$ cat config.mk
export PLATFORM = sky130hd
export DESIGN_NAME = ps2_rx_fifo
export DESIGN_NICKNAME = d
export VERILOG_FILES = /design/src/rtl/ps2_rx_pkg.sv /design/src/rtl/ps2_rx_sfifo.sv /design/src/rtl/ps2_rx_fifo.sv
export SDC_FILE = /design/constraint.sdc
export NUM_CORES = 1
export LEC_CHECK = 0
export CAP_MARGIN = 20
export CORE_MARGIN = 8
export CORE_UTILIZATION = 52
export CTS_BUF_LIST = sky130_fd_sc_hd__clkbuf_2
export CTS_CLUSTER_DIAMETER = 50
export DETAILED_ROUTE_END_ITERATION = 8
export PLACE_DENSITY = 0.71
export SYNTH_ARGS = -nofsm -noshare
export SYNTH_HDL_FRONTEND = slang
export SYNTH_SLANG_ARGS = --single-unit
$ cat constraint.sdc
create_clock -name clk -period 5.2 [get_ports clk]
set_input_delay 1.04 -clock clk [delete_from_list [all_inputs] [get_ports clk]]
set_output_delay 1.04 -clock clk [all_outputs]
set_load 0.05 [all_outputs]
$ cat src/rtl/ps2_rx_pkg.sv
// Shared definitions for the PS/2 receive FIFO block: frame FSM states,
// CPU register map, status/control bit positions and default parameters.
package ps2_rx_pkg;

  // Frame receiver states
  typedef enum logic [1:0] {
    ST_IDLE   = 2'd0,
    ST_DATA   = 2'd1,
    ST_PARITY = 2'd2,
    ST_STOP   = 2'd3
  } ps2_state_e;

  // CPU register offsets (addr is a single bit)
  localparam logic REG_STATUS = 1'b0;
  localparam logic REG_DATA   = 1'b1;

  // Status / control bit positions in the addr-0 register
  localparam int STAT_RDY   = 0;
  localparam int STAT_OVR   = 1;
  localparam int STAT_PERR  = 2;
  localparam int STAT_FERR  = 3;
  localparam int CTRL_FLUSH = 6;
  localparam int CTRL_IE    = 7;

  // Default parameters
  localparam int DEF_FIFO_DEPTH = 8;
  localparam int DEF_TIMEOUT    = 2000;

  // 2-of-3 majority vote used by the pin glitch filters
  function automatic logic maj3(input logic [2:0] v);
    return (v[0] & v[1]) | (v[0] & v[2]) | (v[1] & v[2]);
  endfunction

endpackage

$ cat src/rtl/ps2_rx_sfifo.sv
// Single-clock receive FIFO with full/empty flags and an occupancy count.
// A push into a full FIFO succeeds only when a pop happens in the same cycle;
// flush empties the FIFO and suppresses any same-cycle push/pop.
module ps2_rx_sfifo #(
  parameter int DEPTH = 8,
  parameter int WIDTH = 8
) (
  input  logic                     clk_i,
  input  logic                     rst_ni,
  input  logic                     flush_i,
  input  logic                     push_i,
  input  logic                     pop_i,
  input  logic [WIDTH-1:0]         wdata_i,
  output logic [WIDTH-1:0]         rdata_o,
  output logic                     full_o,
  output logic                     empty_o,
  output logic [$clog2(DEPTH):0]   count_o
);

  localparam int AW = $clog2(DEPTH);

  logic [WIDTH-1:0] mem_q [DEPTH];
  logic [AW-1:0]    wr_ptr_q, rd_ptr_q;
  logic [AW:0]      cnt_q;
  logic             do_push, do_pop;

  assign empty_o = (cnt_q == '0);
  assign full_o  = (cnt_q == (AW+1)'(DEPTH));
  assign count_o = cnt_q;
  assign rdata_o = mem_q[rd_ptr_q];

  // pop of an empty FIFO is ignored; push into a full one needs a real pop
  assign do_pop  = pop_i & ~empty_o & ~flush_i;
  assign do_push = push_i & ~flush_i & (~full_o | do_pop);

  // pointer and occupancy bookkeeping
  always_ff @(posedge clk_i or negedge rst_ni) begin
    if (!rst_ni) begin
      wr_ptr_q <= '0;
      rd_ptr_q <= '0;
      cnt_q    <= '0;
    end else if (flush_i) begin
      wr_ptr_q <= '0;
      rd_ptr_q <= '0;
      cnt_q    <= '0;
    end else begin
      if (do_push) wr_ptr_q <= wr_ptr_q + AW'(1);
      if (do_pop)  rd_ptr_q <= rd_ptr_q + AW'(1);
      case ({do_push, do_pop})
        2'b10:   cnt_q <= cnt_q + (AW+1)'(1);
        2'b01:   cnt_q <= cnt_q - (AW+1)'(1);
        default: cnt_q <= cnt_q;
      endcase
    end
  end

  // storage array, no reset needed (guarded by the count)
  always_ff @(posedge clk_i) begin
    if (do_push) mem_q[wr_ptr_q] <= wdata_i;
  end

endmodule

$ cat src/rtl/ps2_rx_fifo.sv
// PS/2 receiver with CPU-readable byte FIFO.
// Pins are synchronised and majority-filtered; a frame FSM assembles
// start/8 data/odd parity/stop frames on filtered clock falls, with a
// watchdog that aborts stalled frames. Optional interrupt output is enabled
// by defining PS2_RX_FIFO_IRQ_EN; without it the irq port does not exist and
// the IE bit reads 0.
module ps2_rx_fifo
  import ps2_rx_pkg::*;
#(
  parameter int FIFO_DEPTH = DEF_FIFO_DEPTH,
  parameter int TIMEOUT    = DEF_TIMEOUT
) (
  input  logic       clk,
  input  logic       rst,
  input  logic       cs,
  input  logic       we,
  input  logic       addr,
  input  logic [7:0] din,
  output logic [7:0] dout,
  input  logic       ps2_clk,
  input  logic       ps2_dat
`ifdef PS2_RX_FIFO_IRQ_EN
  ,
  output logic       irq
`endif
);

  localparam int WD_W = $clog2(TIMEOUT + 1);

  // ---------------- pin conditioning ----------------
  logic [1:0] clk_sync_q, dat_sync_q;
  logic [2:0] clk_hist_q, dat_hist_q;
  logic       clk_filt_q, clk_prev_q, dat_filt_q;
  logic       fall;

  // two-flop synchronisers feeding 3-sample majority filters
  always_ff @(posedge clk or negedge rst) begin
    if (!rst) begin
      clk_sync_q <= '1;
      dat_sync_q <= '1;
      clk_hist_q <= '1;
      dat_hist_q <= '1;
      clk_filt_q <= 1'b1;
      clk_prev_q <= 1'b1;
      dat_filt_q <= 1'b1;
    end else begin
      clk_sync_q <= {clk_sync_q[0], ps2_clk};
      dat_sync_q <= {dat_sync_q[0], ps2_dat};
      clk_hist_q <= {clk_hist_q[1:0], clk_sync_q[1]};
      dat_hist_q <= {dat_hist_q[1:0], dat_sync_q[1]};
      clk_filt_q <= maj3(clk_hist_q);
      clk_prev_q <= clk_filt_q;
      dat_filt_q <= maj3(dat_hist_q);
    end
  end

  assign fall = clk_prev_q & ~clk_filt_q;

  // ---------------- frame FSM ----------------
  ps2_state_e  state_q, state_d;
  logic [7:0]  shift_q, shift_d;
  logic [2:0]  bitcnt_q, bitcnt_d;
  logic        par_q, par_d;
  logic        push_q, push_d;
  logic        ferr_set, perr_set;
  logic [WD_W-1:0] wdog_q;
  logic        timeout;

  // watchdog expires when a frame stalls TIMEOUT cycles without a fall
  assign timeout = (state_q != ST_IDLE) && !fall && (wdog_q == WD_W'(TIMEOUT - 1));

  // watchdog counter: cleared in IDLE and on every fall
  always_ff @(posedge clk or negedge rst) begin
    if (!rst)                                    wdog_q <= '0;
    else if (state_q == ST_IDLE || fall || timeout) wdog_q <= '0;
    else                                         wdog_q <= wdog_q + WD_W'(1);
  end

  // state and frame datapath registers
  always_ff @(posedge clk or negedge rst) begin
    if (!rst) begin
      state_q  <= ST_IDLE;
      shift_q  <= '0;
      bitcnt_q <= '0;
      par_q    <= 1'b0;
      push_q   <= 1'b0;
    end else begin
      state_q  <= state_d;
      shift_q  <= shift_d;
      bitcnt_q <= bitcnt_d;
      par_q    <= par_d;
      push_q   <= push_d;
    end
  end

  // next-state logic; data sampled on each filtered clock fall
  always_comb begin
    state_d  = state_q;
    shift_d  = shift_q;
    bitcnt_d = bitcnt_q;
    par_d    = par_q;
    push_d   = 1'b0;
    ferr_set = 1'b0;
    perr_set = 1'b0;
    if (timeout) begin
      state_d  = ST_IDLE;
      ferr_set = 1'b1;
    end else if (fall) begin
      case (state_q)
        ST_IDLE: begin
          if (!dat_filt_q) begin
            state_d  = ST_DATA;
            bitcnt_d = '0;
          end
        end
        ST_DATA: begin
          shift_d  = {dat_filt_q, shift_q[7:1]};
          bitcnt_d = bitcnt_q + 3'd1;
          if (bitcnt_q == 3'd7) state_d = ST_PARITY;
        end
        ST_PARITY: begin
          par_d   = dat_filt_q;
          state_d = ST_STOP;
        end
        ST_STOP: begin
          state_d = ST_IDLE;
          if (!dat_filt_q)            ferr_set = 1'b1;
          else if (^{par_q, shift_q}) push_d   = 1'b1;
          else                        perr_set = 1'b1;
        end
        default: state_d = ST_IDLE;
      endcase
    end
  end

  // ---------------- CPU interface and FIFO ----------------
  logic       rd, rd_data, wr_ctrl, flush;
  logic       fifo_full, fifo_empty;
  logic [7:0] fifo_head;
  logic [$clog2(FIFO_DEPTH):0] fifo_cnt;
  logic       ferr_q, perr_q, ovr_q, ovr_set;
  logic       ie;
  logic [7:0] status, dout_q;

  assign rd      = cs & ~we;
  assign rd_data = rd & (addr == REG_DATA);
  assign wr_ctrl = cs & we & (addr == REG_STATUS);
  assign flush   = wr_ctrl & din[CTRL_FLUSH];

  ps2_rx_sfifo #(
    .DEPTH (FIFO_DEPTH),
    .WIDTH (8)
  ) u_fifo (
    .clk_i   (clk),
    .rst_ni  (rst),
    .flush_i (flush),
    .push_i  (push_q),
    .pop_i   (rd_data),
    .wdata_i (shift_q),
    .rdata_o (fifo_head),
    .full_o  (fifo_full),
    .empty_o (fifo_empty),
    .count_o (fifo_cnt)
  );

  // a push lost to a full FIFO is an overrun; a push lost to flush is not
  assign ovr_set = push_q & fifo_full & ~rd_data & ~flush;

  // sticky error flags: set beats a same-cycle clear
  always_ff @(posedge clk or negedge rst) begin
    if (!rst) begin
      ferr_q <= 1'b0;
      perr_q <= 1'b0;
      ovr_q  <= 1'b0;
    end else begin
      ferr_q <= ferr_set | (ferr_q & ~(wr_ctrl & din[STAT_FERR]));
      perr_q <= perr_set | (perr_q & ~(wr_ctrl & din[STAT_PERR]));
      ovr_q  <= ovr_set  | (ovr_q  & ~(wr_ctrl & din[STAT_OVR]));
    end
  end

`ifdef PS2_RX_FIFO_IRQ_EN
  logic ie_q, irq_q;

  // interrupt enable and registered interrupt request
  always_ff @(posedge clk or negedge rst) begin
    if (!rst) begin
      ie_q  <= 1'b0;
      irq_q <= 1'b0;
    end else begin
      if (wr_ctrl) ie_q <= din[CTRL_IE];
      irq_q <= ie_q & (~fifo_empty | ovr_q);
    end
  end

  assign ie  = ie_q;
  assign irq = irq_q;

  logic unused_sink;
  assign unused_sink = ^{din[5:4], din[0], fifo_cnt};
`else
  assign ie = 1'b0;

  logic unused_sink;
  assign unused_sink = ^{din[7], din[5:4], din[0], fifo_cnt};
`endif

  assign status = {ie, 3'b000, ferr_q, perr_q, ovr_q, ~fifo_empty};

  // registered read data; data reads of an empty FIFO return zero
  always_ff @(posedge clk or negedge rst) begin
    if (!rst) dout_q <= 8'h00;
    else if (rd) begin
      if (addr == REG_DATA) dout_q <= fifo_empty ? 8'h00 : fifo_head;
      else                  dout_q <= status;
    end
  end

  assign dout = dout_q;

endmodule

==> results.md, run 1 <==
- Die H: 115 um
- Worst Path Class, Setup: in -> reg
- CP arrival: between 3 and 4 ns
- Drc violations: 0
- Final min period: approximately 3.2 ns
- Max frequency: 311 MHz
- Row count: 36
- Final setup viols: 0
- Post-CTS Setup Bufs: 0
- Synth Flop Type: edfxtp_1
- DP Area: ~0.0055 mm2
- Total gr overflow: 0
- Worst r2r src: u_fifo.count_o[0]
- Hold path cells: 0
- Setup crit start: addr
- Final core utilization: about three fifths
- Worst reg2reg endpoint: u_fifo.count_o[3]
- End of the critical path: u_fifo.mem_q[5][7]
- H-tree lvl count: 4
- Layout cells sized above 1: between 20% and 30%
- # IOs: 23
- Diode count: 0
- Largest net degree at the start of global routing: roughly 60
- Slew Limit Fails: 0
- Clock latency on the worst-skew pair: ~0.63 ns
- Hold Violations, Final: 0
- Yosys cell types: 47
- Hold_ws: about 0.36 ns
- Core Region: just under 0.01 mm2
- Setup tns final: 0 ns
- Placed cells: ~490
- I/O Buffers: 18
- Vias in the first global route: about 2800
- Clk root buf: clkbuf_2
- 1st-iter DRT viols: between 150 and 200
- Post-DP HPWL: 5.65 mm
- Die width: ~120 um
- Starting density of the core: between 50% and 60%
- Max Root-Sink Buffers: 2
- Post-detailed-route via-to-cell ratio: around 5.3
- RSZ-0062 raised after global routing: false
- Final Cycle Share: between 60% and 70%
- Non-Filler Instances: approximately 520
- Synthesized area per cell: between 10 and 15 um2
- Data required, critical path: 5.45 ns
- Syn Std Cell Area: roughly 0.005 mm2
- Pwr Density: about 460 mW/mm2
- R2R cell count: 9
- Pwr Total: between 2 and 3 mW
- Synth Instances: approximately 340
- Area growth from synthesis to layout: 10.5%
- Status: finished, final reports clean
- Register area share after synthesis: between 60% and 70%
- Yosys warning total: 0
- Initial antenna violation count: 0
- Crit path cell chain: clkdlybuf4s50_1, nand3b_1, a31oi_1, and2_1, nand2_1, nor2_1
- Crit end category: flip-flop
- Largest stage delay, worst path: 0.76 ns
- Antenna violation net count after detailed routing: 0
- Total Routed Length: ~8.7 mm
- Fill cells: a little under 800
- DR vias: 2758
- Max cap viols: 0
- Synth Register Bits: 124
- Type of the most critical hold path: reg -> reg
- Syn Nets: 372
- CP max stage cell: nor2_1
- CTS clk-pin slew, worst paths: around 0.17 ns
- Post-route cell area: 0.00569 mm2
- Final WS setup: slightly below 2 ns
- Max-Slew Margin vs Limit: approximately a third
- Crit Path Max Fanout: 8
- Fin Clk Skew: about 0.04 ns
- Pre-antenna DRT Iters: 7
- Worst-Margin Slew: 1.01 ns
- Die ar.: roughly 0.013 mm2
- Wirelength per Cell: around 17 um
- Post_cts resized: 0
- R2r setup slk: roughly 2.3 ns
- Clock tree from TritonCTS: built
- Pleak: approximately 2.1 nW
- Async set-reset flop share out of synthesis: about half
- CTS Hold Bufs: 0
- Fin nets: 403
- First-pass GRT wire length: roughly 14 mm
- Clock sinks: between 100 and 150
- CTS Buf Count: 17
- Number of synthesized flops with an enable pin: between 60 and 70
- Peak supply drop: between 0.2 and 0.3 mV
- Pre-CTS setup slack: between 1 and 1.5 ns
- Total track usage: between 10% and 20%
- GP Congestion: between 0.7 and 0.8
- Setup crit start kind: input pin
cells by family after synthesis:
kind of cell,after synthesis,synth area share (%)
adders and majority gates,15,3.69
DFF,124,66.8
AOI/OAI and AO/OA,36,5.03
xor gates and xnor gates,21,3.57
buffers and inverters,21,1.73
muxes,33,10.5
and+or+nand+nor,94,8.63
critical path: cells and delay by family:
kind	cells	cell delay, ns
buf+inv	1	0.67
simple gates	4	1.29
compound gates	1	0.45
layout make-up:
cell class,instances,area (um2),area share (%)
inverters,11,41.3,0.726
clock buffers,17,85.1,1.50
flip-flops and latches,124,3440,60.5
repair buffers,22,205,3.61
well taps,133,166,2.93
multi-input cells,199,1630,28.6
clock inverters,15,121,2.13
Yosys cell counts (6+ instances only):
library cell	count	share of area [%]
xor2_1	6	1.0
ha_1	12	2.9
mux4_2	16	7.0
nand2_1	33	2.4
o21ai_0	11	1.1
dfstp_2	13	6.6
nand3_1	10	0.97
xnor2_1	15	2.6
mux2_2	9	2.0
edfxtp_1	64	37
nor3_1	8	0.78
nor2_1	21	1.5
dfrtp_1	47	23
mux2i_1	8	1.6
inv_1	11	0.80
where the power goes:
group          total [mW]  switching, mW  internal [mW]
Combinational       0.672          0.326          0.346
Clock               0.527          0.356          0.172
Sequential           1.42          0.219           1.20
metal layers:
layer  GRT usage (%)  vias up  part of all wire [%]
li1                -     1327                     -
met1            17.6     1387                    45
met2            24.5       35                    51
met3            3.60        9                   2.9
met4            4.99        0                   1.1
met5               0        -                     0
cells in the final DEF, fill, tap and decap left out, types with 3 or more instances in the layout:
cell              n
nand2_1          33
xnor2_1          15
o21a_1            3
o221ai_1          3
nor2b_1           3
nor3_1            6
dfrtp_1          47
clkbuf_2         17
mux2_2            9
nor2_1           21
o21ai_0          11
mux2i_1           8
inv_4             3
ha_1             12
dfstp_2          13
o21ai_1           4
buf_4             4
clkdlybuf4s50_1  17
inv_1            11
clkinv_4          3
nand3_1          10
edfxtp_1         64
a21oi_1           3
xor2_1            6
nand2b_1          5
mux4_2           16
sequential cells by signal, summed over array words and instances, names as in the netlist, 3 cells and up:
signal	cells
bitcnt_q	3
clk_hist_q	3
wdog_q	11
shift_q	8
dout	8
u_fifo.count_o	4
u_fifo.mem_q	64
u_fifo.rd_ptr_q	3
u_fifo.wr_ptr_q	3
dat_hist_q	3
worst min path at each step:
stage / startpoint / slack [ns] / endpoint
floorplan: clk_sync_q[1] / 0.35 / clk_hist_q[0]
global placement: clk_sync_q[1] / 0.35 / clk_hist_q[0]
detailed placement: clk_sync_q[0] / 0.35 / clk_sync_q[1]
CTS: clk_sync_q[0] / 0.36 / clk_sync_q[1]
global route: dat_sync_q[1] / 0.36 / dat_hist_q[0]
finish: dat_sync_q[1] / 0.36 / dat_hist_q[0]
(Power assumes the default switching activity.)
==> run 2: changes to the inputs <==
==> constraint.sdc (replaced) <==
create_clock -name clk -period 3.3 [get_ports clk]
set_input_delay 0.66 -clock clk [delete_from_list [all_inputs] [get_ports clk]]
set_output_delay 0.66 -clock clk [all_outputs]
set_load 0.05 [all_outputs]
==> run 2 against run 1 <==
Sequential power is 55% higher; worst hold slack worse by 0.29 ns; final cell count is 2.9% higher; die area stayed put; combinational power is 67% higher; critical path depth is 3 higher; clock skew is 0.014 ns lower; critical path type is now reg -> reg; critical endpoint is now u_fifo.count_o[3].
==> results.md, run 2 (synthesized netlist as in run 1, its figures left out) <==
- Total Routed Length: ~9 mm
- Fin nets: 418
- Met1 wire length: 4.15 mm
- Worst r2r src: u_fifo.count_o[0]
- Pleak: between 2 and 2.5 nW
- # IOs: 23
- Clock tree from TritonCTS: built
- Die ar.: roughly 0.013 mm2
- Clk root buf: clkbuf_2
- Crit end category: flip-flop
- Max cap viols: 0
- Data required, critical path: slightly below 4 ns
- Initial antenna violation count: 0
- Clock latency on the worst-skew pair: slightly above 0.6 ns
- Reg power frac: 52.6%
- Die width: about 120 um
- Type of the most critical hold path: in -> async
- Reg with most FFs: u_fifo.mem_q
- DR vias: about 2900
- I/O Buffers: 18
- CTS Hold Bufs: 0
- Final core utilization: between 50 and 60%
- Largest regs: u_fifo.mem_q (64), wdog_q (11)
- Crit Path Max Fanout: 6
- Placed cells: between 500 and 600
- Total gr overflow: 0
- Max reg flops: 64
- Slew Limit Fails: 0
- Starting density of the core: 53.2%
- Sw power: roughly 1.4 mW
- Worst-Margin Slew: about 0.72 ns
- Most frequent cells in the layout: 64 x edfxtp_1, 47 x dfrtp_1, 33 x nand2_1, 22 x clkbuf_2, 21 x nor2_1
- 1st-iter DRT viols: 207
- Row count: 36
- Non-Filler Instances: about 540
- Post-detailed-route via-to-cell ratio: between 5 and 6
- Area growth from synthesis to layout: 12.6%
- Clk pwr share: 20.7%
- Total track usage: between 10% and 20%
- Fin Clk Skew: 0.0257 ns
- Peak supply drop: 0.476 mV
- Max frequency: between 300 and 400 MHz
- CTS clk-pin slew, worst paths: 0.18 ns
- Die H: 115 um
- Layout cells sized above 1: a little under a quarter
- Clock sinks: ~120
- Drc violations: 0
- Post-DP HPWL: about 6.2 mm
- CTS Buf Count: 17
- Core Region: ~0.0097 mm2
- Sw frac: ~33%
- Max-Slew Margin vs Limit: roughly 52%
- Final min period: around 2.7 ns
- Status: finished, final reports clean
- R2R cell count: 9
- WL met3: 403 um
- Largest net degree at the start of global routing: 30
- H-tree lvl count: 4
- Final setup viols: 0
- Setup tns final: 0 ns
- Hold Violations, Final: 0
- Post_cts resized: 0
- First-pass GRT wire length: 14.9 mm
- Max Root-Sink Buffers: 2
- Setup crit start kind: flip-flop
- Pre-antenna DRT Iters: 4
- Most common cell after layout, fill and taps aside: edfxtp_1
- GP Congestion: 0.775
- Wirelength per Cell: 16.8 um
- R2r setup slk: 0.64 ns
- Pwr Total: ~4.2 mW
- Antenna violation net count after detailed routing: 0
- CP arrival: 3.22 ns
- Pwr Density: 721 mW/mm2
- Worst Path Class, Setup: reg -> reg
- Max layer used: met4
- Comb power frac: between 20% and 30%
- Diode count: 0
- Post-CTS Setup Bufs: 0
- Routed length on met2: approximately 4.4 mm
- Int Pwr: around 2.8 mW
- Worst reg2reg endpoint: u_fifo.count_o[3]
- Final Cycle Share: between 80% and 90%
- RSZ-0062 raised after global routing: false
- Vias in the first global route: between 2000 and 3000
-- run 2: changes by cell type in the layout (fill, tap and decap cells not counted), moves of 2 or more --
cell,previous run,this run
inv_6,2,0
clkinv_4,3,0
inv_4,3,0
nor3_1,6,8
clkbuf_2,17,22
nor3_2,2,0
buf_4,4,19
-- run 2: worst max-delay path, stage by stage (launching register included) --
cell	delay, ns
dfrtp_1	0.51
o41ai_4	0.54
or2_1	0.18
nor2_1	0.10
ha_1	0.29
a21o_1	0.10
a21oi_1	0.09
or4b_4	0.49
a21boi_1	0.15
o211ai_2	0.15
-- run 2: per-stage QoR --
step | setup WS (ns) | cell area (um2) | hold slack (ns)
floorplan | 0.530 | 5150 | 0.345
global placement | 0.183 | 5580 | 0.348
detailed placement | 0.157 | 5580 | 0.350
CTS | 0.641 | 5800 | 0.0110
global route | 0.450 | 5800 | 0.0269
finish | 0.640 | 5800 | 0.0685
-- run 2: metal layers --
layer	global-route usage, %	vias to the layer above
li1	-	1357
met1	19.2	1432
met2	24.0	56
met3	4.12	6
met4	4.73	0
met5	0	-
-- run 2: area by class of cell --
type                    count  area [um2]
flip-flops and latches    124        3440
inverters                  11        41.3
clock buffers              22         110
clock inverters            10         101
repair buffers             37         318
fillers                   738        3890
well taps                 133         166
multi-input cells         199        1620
-- run 2: worst max path at each step --
stage / end / start / cells past startpoint / slack (ns)
floorplan: u_fifo.count_o[3] / we / 11 / 0.53
global placement: u_fifo.count_o[3] / addr / 10 / 0.18
detailed placement: u_fifo.count_o[3] / addr / 10 / 0.16
CTS: u_fifo.count_o[3] / u_fifo.count_o[0] / 9 / 0.64
global route: u_fifo.count_o[3] / u_fifo.count_o[0] / 9 / 0.45
finish: u_fifo.count_o[3] / u_fifo.count_o[0] / 9 / 0.64
-- run 2: power by group through the flow --
stage,clock (mW),combinational [mW],sequential [mW]
after floorplan,0,0.794,2.22
after global placement,0,1.11,2.22
after detailed placement,0,1.14,2.24
after CTS,0.896,1.14,2.20
after global routing,0.963,1.23,2.24
final,0.867,1.12,2.20
==> run 3: changes to the inputs <==
--- a/config.mk
+++ b/config.mk
@@ -11,7 +11,7 @@
 export CTS_BUF_LIST = sky130_fd_sc_hd__clkbuf_2
 export CTS_CLUSTER_DIAMETER = 50
 export DETAILED_ROUTE_END_ITERATION = 8
-export PLACE_DENSITY = 0.71
+export PLACE_DENSITY = 0.74
 export SYNTH_ARGS = -nofsm -noshare
 export SYNTH_HDL_FRONTEND = slang
 export SYNTH_SLANG_ARGS = --single-unit
==> constraint.sdc (replaced) <==
create_clock -name clk -period 2.4 [get_ports clk]
set_input_delay 0.48 -clock clk [delete_from_list [all_inputs] [get_ports clk]]
set_output_delay 0.48 -clock clk [all_outputs]
set_load 0.05 [all_outputs]
==> run 3 against run 2 <==
Maximum frequency increased by 11%; clock power increased by 40%; flip-flop and latch count unchanged; global-route usage increased by 0.31 points; final area increased by 4.5%; clock skew decreased by 0.0022 ns; final cell count increased by 4.1%; core utilization increased by 2.7 points; wire length increased by 1.7%.
==> results.md, run 3 (synthesized netlist as in run 1, its figures left out) <==
- Max reg flops: 64
- GP Congestion: around 0.8
- Clock tree from TritonCTS: built
- Crit path cell chain: o41ai_4, or2_4, nor2_4, ha_4, a21o_1, a21oi_4, or4b_4, a21boi_2, o211ai_2
- Setup crit start: u_fifo.count_o[1]
- Wirelength per Cell: about 16 um
- Sw frac: 33.2%
- Clock latency on the worst-skew pair: around 0.62 ns
- Final core utilization: roughly 63%
- Most frequent cells in the layout: 64 x edfxtp_1, 46 x dfrtp_1, 38 x buf_4, 33 x nand2_1, 20 x nor2_1
- Die width: 115 um
- Sw power: roughly 2 mW
- Status: finished, final reports clean
- Met3 global-route usage: 3.86%
- Die H: about 120 um
- Met2 Use GR: 25.6%
- Top delay family on crit path: compound AO/OA/AOI/OAI gates
- RSZ-0062 raised after global routing: true
- Data required, critical path: ~3.0 ns
- Setup crit start kind: flip-flop
- WP buf/inv: 0
- Reg power frac: between 40% and 50%
- Clock sinks: 124
- Final Cycle Share: 99.8%
- Placed cells: roughly 520
- Met1 Use GR: between 15 and 20%
- Max cap viols: 0
- Drc violations: 0
- Largest stage delay, worst path: 0.48 ns
- CP arrival: 2.96 ns
- Pwr Total: around 6.0 mW
- Total track usage: roughly 15%
- Hold Violations, Final: 0
- CTS Buf Count: 17
- Crit Path Max Fanout: 4
- CP max stage cell: or4b_4
- Area growth from synthesis to layout: 17.7%
- Final min period: approximately 2.4 ns
- Final setup viols: 0
- # IOs: 23
- GR peak layer: met2
- Max frequency: about 420 MHz
- Max-Slew Margin vs Limit: ~55%
- Most common cell after layout, fill and taps aside: edfxtp_1
- Row count: 36
- Fin Clk Skew: between 0.02 and 0.025 ns
- Pwr Density: between 900 and 1000 mW/mm2
- Post-detailed-route via-to-cell ratio: roughly 5.3
- Starting density of the core: 53.2%
- First-pass GRT wire length: 15.0 mm
- Largest net degree at the start of global routing: 32
- Largest regs: u_fifo.mem_q (64), wdog_q (11)
- Diode count: 0
- Vias in the first global route: 3043
- Hold_ws: 0.250 ns
- Worst-Margin Slew: 0.674 ns
- 1st-iter DRT viols: around 160
- Total gr overflow: 0
- CTS clk-pin slew, worst paths: 0.18 ns
- Clk root buf: clkbuf_2
- Peak supply drop: roughly 0.48 mV
- Total Routed Length: a little over 9 mm
- Layout cells sized above 1: between 20 and 30%
- Type of the most critical hold path: in -> reg
- Worst hold start: ps2_clk
- Pre-antenna DRT Iters: 4
- Max Root-Sink Buffers: 2
- Core Region: a little under 0.01 mm2
- Antenna violation net count after detailed routing: 0
- Initial antenna violation count: 0
- Non-Filler Instances: between 500 and 600
- Slew Limit Fails: 0
- Final WS setup: approximately 0.0041 ns
- Int Pwr: ~4.0 mW
- Post-DP HPWL: 6.40 mm
- Die ar.: 0.0133 mm2
- Pleak: between 2 and 2.5 nW
- Fin nets: 440
- Reg with most FFs: u_fifo.mem_q
- Crit end category: flip-flop
- Pre-CTS setup slack: -0.315 ns
- Clk pwr share: about a fifth
- Worst Path Class, Setup: reg -> reg
- I/O Buffers: 18
- Worst r2r src: u_fifo.count_o[1]
- DR vias: about 2900
- Comb power frac: 29.9%
- H-tree lvl count: 4
[run 3: cell types whose count changed in the layout (fill, tap and decap cells not counted), sizes merged]
cell | previous run | this run
dlygate4sd3 | 0 | 1
clkbuf | 22 | 19
clkinv | 5 | 8
dlymetal6s2s | 0 | 6
clkdlybuf4s50 | 17 | 11
buf | 20 | 41
[run 3: repair_timing]
| action | CTS | global route |
|---|---|---|
| pin swaps | 2 | 3 |
| endpoints found under the setup margin | 1 | 7 |
| endpoints found under the hold margin | 22 | 0 |
| hold buffers | 1 | 0 |
| buffers inserted | 3 | 1 |
| gates resized for setup | 0 | 9 |
[run 3: worst reg2reg max path, stage by stage, from the launching register on]
cell and delay (ns):
dfrtp_2 0.46, o41ai_4 0.39, or2_4 0.20, nor2_4 0.05, ha_4 0.26, a21o_1 0.14
a21oi_4 0.07, or4b_4 0.48, a21boi_2 0.17, o211ai_2 0.13
[run 3: per-stage QoR]
step / area (um2) / setup TNS, ns
after CTS: 6010 / 0
final: 6060 / 0
after global routing: 6060 / -0.104
after detailed placement: 5760 / -6.90
after floorplan: 5180 / -0.0788
after global placement: 5760 / -7.27
[run 3: power groups by stage]
stage	Clock [mW]	Combinational (mW)	Sequential, mW
2_1_floorplan	0	1.10	3.06
3_3_place_gp	0	1.72	3.00
3_5_place_dp	0	1.77	3.02
4_1_cts	1.25	1.79	2.98
5_1_grt	1.34	1.98	3.03
6_report	1.21	1.79	2.97
[run 3: path summary, 6_finish.rpt]
kind                                          end  slack [ns]  depth (start not counted)
worst max-delay path            u_fifo.count_o[3]       0.004                          9
min in group asynchronous               wdog_q[2]        0.39                          2
max in group asynchronous              clk_filt_q        1.33                          3
worst max register to register  u_fifo.count_o[3]       0.004                          9
worst min-delay path                clk_sync_q[0]        0.25                          1
worst min register to register      dat_sync_q[1]        0.37                          0
[run 3: final cells by class]
class	instances	area (um2)
repair buffers	59	526
flip-flops and latches	124	3440
inverters	11	41.3
multi-input cells	199	1660
well taps	133	166
clock buffers	19	95.1
fillers	710	3630
clock inverters	13	125
[run 3: per-layer routing]
layer  share of wire (%)  up-vias
met5                   0        -
met4                 1.5        0
met3                 3.7        9
met2                  52       45
met1                  43     1471
li1                    -     1405
